[src/rtl/disp_scan_ctrl.sv]
// disp_scan_ctrl -- scan scheduler for a multiplexed seven-segment display.
//
// Holds two digit banks: a shadow bank written through a valid/ready port and
// an active bank that drives the display. A commit request copies the whole
// shadow bank into the active bank at the next frame end, so a frame never
// shows a mix of old and new digits. Brightness is a 16-phase PWM per digit slot.
//
// Optional feature macro: GHOST_BLANK_EN. When it is defined, the anodes are
// forced off for the first BLANK_CYCLES cycles of every slot (anti-ghosting).
//
// Ports:
//   CLK_12_MHZ      system clock
//   rst_n           asynchronous reset, active low
//   wr_valid        shadow write request
//   wr_ready        write accepted when wr_valid && wr_ready (low while a commit is pending)
//   wr_addr         digit index; indices >= SEGMENTS are accepted and dropped
//   wr_data         [3:0] hex, [4] dp, [5] blank
//   commit          1-cycle pulse: copy shadow to active at the next frame end
//   brightness      0 = 1/16 duty ... 15 = full duty, sampled at slot start
//   an              anode enables, active low, registered
//   hex_out         hex nibble of the current digit, registered
//   dp_out          decimal point of the current digit, registered
//   commit_pending  commit requested, not yet applied
//   frame_tick      1-cycle pulse after the last slot of a frame ends
module disp_scan_ctrl #(
  parameter int unsigned SEGMENTS     = 6,
  parameter int unsigned PWM_DIV      = 125,
  parameter int unsigned BLANK_CYCLES = 8
) (
  input  logic                CLK_12_MHZ,
  input  logic                rst_n,
  input  logic                wr_valid,
  output logic                wr_ready,
  input  logic [2:0]          wr_addr,
  input  logic [5:0]          wr_data,
  input  logic                commit,
  input  logic [3:0]          brightness,
  output logic [SEGMENTS-1:0] an,
  output logic [3:0]          hex_out,
  output logic                dp_out,
  output logic                commit_pending,
  output logic                frame_tick
);

  localparam int unsigned   DW         = (PWM_DIV > 1) ? $clog2(PWM_DIV) : 1;
  localparam logic [DW-1:0] DIV_LAST   = DW'(PWM_DIV - 1);
  localparam logic [DW-1:0] BLANK_N    = DW'(BLANK_CYCLES);
  localparam logic [2:0]    DIGIT_LAST = 3'(SEGMENTS - 1);
  localparam logic [3:0]    SEG_N      = 4'(SEGMENTS);
  // Reset/empty entry: hex 0, dp 0, blanked.
  localparam logic [5:0]    ENTRY_RST  = 6'b100000;

`ifdef GHOST_BLANK_EN
  localparam bit GHOST_EN = 1'b1;
`else
  localparam bit GHOST_EN = 1'b0;
`endif

  logic [DW-1:0] div_cnt;
  logic [3:0]    pwm_ph;
  logic [2:0]    digit;
  logic [3:0]    bri_q;

  logic [5:0] shadow [SEGMENTS];
  logic [5:0] active [SEGMENTS];

  logic                slot_start;
  logic                div_wrap;
  logic                slot_end;
  logic                frame_end;
  logic                dead_time;
  logic                lit;
  logic                wr_accept;
  logic [5:0]          cur;
  logic [SEGMENTS-1:0] an_next;

  assign wr_ready = ~commit_pending;

  always_comb begin
    slot_start = (div_cnt == '0) && (pwm_ph == '0);
    div_wrap   = (div_cnt == DIV_LAST);
    slot_end   = div_wrap && (pwm_ph == 4'hF);
    frame_end  = slot_end && (digit == DIGIT_LAST);
    cur        = active[digit];
    dead_time  = GHOST_EN && (pwm_ph == '0) && (div_cnt < BLANK_N);
    lit        = (pwm_ph <= bri_q) && !cur[5] && !dead_time;
    wr_accept  = wr_valid && wr_ready && ({1'b0, wr_addr} < SEG_N);
    an_next        = '1;
    an_next[digit] = ~lit;
  end

  // Scan counters: div_cnt -> pwm_ph -> digit.
  always_ff @(posedge CLK_12_MHZ or negedge rst_n) begin
    if (!rst_n) begin
      div_cnt <= '0;
      pwm_ph  <= '0;
      digit   <= '0;
      bri_q   <= '0;
    end else begin
      if (slot_start) begin
        bri_q <= brightness;
      end
      if (div_wrap) begin
        div_cnt <= '0;
        pwm_ph  <= pwm_ph + 4'd1;
        if (pwm_ph == 4'hF) begin
          digit <= (digit == DIGIT_LAST) ? '0 : digit + 3'd1;
        end
      end else begin
        div_cnt <= div_cnt + DW'(1);
      end
    end
  end

  // Commit handshake. A commit seen on the frame-end cycle while nothing is
  // pending arms the request for the following frame end.
  always_ff @(posedge CLK_12_MHZ or negedge rst_n) begin
    if (!rst_n) begin
      commit_pending <= 1'b0;
    end else if (frame_end && commit_pending) begin
      commit_pending <= 1'b0;
    end else if (commit && !commit_pending) begin
      commit_pending <= 1'b1;
    end
  end

  // Register banks. Writes are blocked while a commit is pending, so the
  // copy on frame end always sees a stable shadow bank.
  always_ff @(posedge CLK_12_MHZ or negedge rst_n) begin
    if (!rst_n) begin
      for (int unsigned i = 0; i < SEGMENTS; i++) begin
        shadow[i] <= ENTRY_RST;
        active[i] <= ENTRY_RST;
      end
    end else begin
      if (wr_accept) begin
        shadow[wr_addr] <= wr_data;
      end
      if (frame_end && commit_pending) begin
        for (int unsigned i = 0; i < SEGMENTS; i++) begin
          active[i] <= shadow[i];
        end
      end
    end
  end

  // Display outputs, one cycle behind the counters.
  always_ff @(posedge CLK_12_MHZ or negedge rst_n) begin
    if (!rst_n) begin
      an         <= '1;
      hex_out    <= '0;
      dp_out     <= 1'b0;
      frame_tick <= 1'b0;
    end else begin
      an         <= an_next;
      hex_out    <= cur[3:0];
      dp_out     <= cur[4];
      frame_tick <= frame_end;
    end
  end

endmodule

[config.mk]
export PLATFORM = sky130hd
export DESIGN_NAME = disp_scan_ctrl
export DESIGN_NICKNAME = d
export VERILOG_FILES = /design/src/rtl/disp_scan_ctrl.sv
export SDC_FILE = /design/constraint.sdc
export NUM_CORES = 1
export LEC_CHECK = 0
export CAP_MARGIN = 20
export CORE_ASPECT_RATIO = 0.8
export CORE_MARGIN = 2
export CORE_UTILIZATION = 45
export DETAILED_ROUTE_END_ITERATION = 12
export MAX_ROUTING_LAYER = met4
export PLACE_DENSITY_LB_ADDON = 0.1
export SYNTH_ARGS = -nofsm -noshare
export SYNTH_HDL_FRONTEND = slang
export SYNTH_SLANG_ARGS = --single-unit
[constraint.sdc]
create_clock -name CLK_12_MHZ -period 4.2 [get_ports CLK_12_MHZ]
set_input_delay 1.05 -clock CLK_12_MHZ [delete_from_list [all_inputs] [get_ports CLK_12_MHZ]]
set_output_delay 1.05 -clock CLK_12_MHZ [all_outputs]
set_load 0.01 [all_outputs]
==> impl_metrics.toml <==
[global_routing]
track_usage_pct = 18.33
grt_pass1_wl_um = 13910
first_global_vias = 2497
antenna_found_initial = 0
grt_overflow = 0
grt_start_max_net_pins = 84

[synth]
synthSimpleGateAreaFrac_pct = 7.296
synth_warnings = 0
muxShareOfSynthArea_pct = 24.03
synth-xor-area-share_pct = 1.402
synth_top_family_by_area = "multiplexers"
synthAdderAreaFrac_pct = 2.289
synth_area_mm2 = 0.004373
syn_inst = 305
synth_compound_area_share_pct = 2.546
synth.distinct_cells = 39
syn_area_per_cell_um2 = 14.34
ys_seq_elements = 103
synthesis.nets = 330
synth-seq-area-share_pct = 59.46

[cts]
clockRootBuffer = "clkbuf_16"
cts.htree.levels = 3
cts_tree = "yes"
clkSinkCount = 103
clkSlewWorstSetupHoldPaths_ns = 0.06
cts_buffer_depth = 2
post_cts_resized = 0
numCtsBuffers = 9
cts_setup_buffers = 0
clock_latency_ns = 0.34
hold_buffers = 0

[worst_setup_path]
endpoint_kind = "register"
cp_data_arrival_time_ns = 2.83
start_kind = "input pin"
cp_max_fo = 6
cp_slowest_cell = "clkdlybuf4s50_1"
cp_data_required_time_ns = 4.43
cp_cell_sequence = "clkdlybuf4s50_1 -> nor3b_1 -> nand3_1 -> mux2_2"
r2r_start = "digit[0]"
worst-r2r-cell-count = 3
crit_start = "wr_valid"
critical_path.max_stage_delay_ns = 0.47
worstSetupPathType = "input pin to register"

[hold_path]
hold_path.class = "register to register"
hold_depth = 1
hp-start = "active[13]"

[sta]
setup_viol = 0
finalHoldViolCount = 0
drv_slew = 0
period_minus_slack_ns = 2.606
slew_headroom_pct = 43.17
worst_pin_slew_ns = 0.8525
fmax_mhz = 383.7
hold_slack_ns = 0.4896
rsz0062_at_grt = "no"
fin_skew_ns = 0.007250
setup_slack_ns = 1.594
finalSetupTns_ns = 0
finalCritPeriodShare_pct = 62.05

[placed_design]
port_buffers = 30
place_area_mm2 = 0.004768
pre_cts_ws_ns = 1.233
hpwl_um = 5344
place_inst = 445
gp_congestion = 0.7431

[detailed_routing]
drc = 0
drtAntennaViolNets = 0
via_per_inst = 5.344
drt_pass1_iterations = 4
drt-initial-drc-count = 107
avgRoutedWirePerCell_um = 17.80
wl_um = 8224
vias = 2469

[floorplanning]
start_util_pct = 45.89
dieArea_mm2 = 0.01053
row_count = 32
die_h_um = 92.17
die_w_um = 114.2
io_pins = 31
core_area_mm2 = 0.009529

[finish]
final_common_cell = "dfrtp_1"
area.growth.synth_to_final_pct = 16.71
design_area_mm2 = 0.005104
utilization_pct = 53.56
most-common-layout-cells = "dfrtp_1, mux2_2, clkdlybuf4s50_1"
stdcell_count = 462
fin_nets = 363
drive_gt1_share_pct = 35.28
diodes = 0

[status]
status = "complete, no violations"

[flow_run]
drv_cap = 0

[power_and_ir_drop]
vdd_ir_drop_max_v = 0.0002555
finalPower_mw = 1.935
leakagePower_nw = 2.347
powerDensity_mw_per_mm2 = 379.1
-- cells in the mapped netlist (all sizes together) --
library cell	instances	area share (%)
and4b	2	0.46
nand4	3	0.77
o22ai	5	0.72
o21ai	8	0.92
or3	1	0.14
nand3b	3	0.51
a211oi	1	0.17
xnor2	4	0.80
a21o	1	0.17
inv	17	1.5
and3b	1	0.20
and4	1	0.20
mux4	4	2.1
nor3	4	0.46
nor3b	2	0.46
nand2	6	0.51
dfstp	18	11
nor2	14	1.2
a22oi	1	0.17
dfrtp	85	49
clkbuf	4	0.34
nor4b	2	0.40
xor2	3	0.60
ha	8	2.3
mux2i	6	1.4
o2111ai	1	0.20
mux2	80	21
nand4b	1	0.20
nand2b	1	0.14
nor4	5	1.1
nand3	5	0.57
buf	7	1.2
a32oi	1	0.20
-- critical path, delay by kind of cell --
| kind | cells | cell delay (ns) |
|---|---|---|
| simple gates | 2 | 0.91 |
| mux | 1 | 0.41 |
| buf+inv | 1 | 0.47 |
-- cell type report --
type	instances	area (µm²)
timing repair buffer	33	340.3
fill	807	4425
clock inverter	4	50.05
multi-input combinational	174	1643
inverter	17	63.81
sequential	103	2600
clock buffer	12	257.7
tap	119	148.9
-- state kept, by name, indices dropped and copies added (netlist names) --
name and flops:
pwm_ph 4, commit_pending 1, frame_tick 1, dp_out 1, digit 3, div_cnt 7, active 36, shadow 36
bri_q 4, an 6, hex_out 4
-- path summary, 6_finish.rpt --
check                             endpoint  slack [ns]
worst max-delay path            shadow[16]        1.59
worst min-delay path            active[13]        0.49
worst max register to register    digit[1]        1.77
worst min register to register  active[13]        0.49
max in group asynchronous            an[5]        2.87
min in group asynchronous       shadow[30]        0.63
-- cells by family (layout without fill, tap and decap cells) --
group	Yosys count	in the layout
DFF	103	103
xor gates and xnor gates	7	7
buffers and inverters	28	66
muxes	90	90
adders and majority gates	8	8
and+or+nand+nor	51	51
AOI/OAI and AO/OA	18	18
-- routing by layer --
layer  GRT usage [%]  wire length [µm]  vias to the layer above
met5               -                 0                        -
met4           6.098               116                        0
met3           4.164               264                        9
met2           24.95              3569                       29
met1           27.11              4274                     1268
li1                -                 -                     1163
-- report_power, final --
group	total [mW]	leakage, nW	switching [mW]	internal (mW)
combinational	0.0629	0.856	0.0335	0.0294
clock	0.856	0.153	0.356	0.500
sequential	1.02	1.34	0.00685	1.01
total	1.93	2.35	0.396	1.54
No activity file was read; power rests on OpenSTA's default activity.
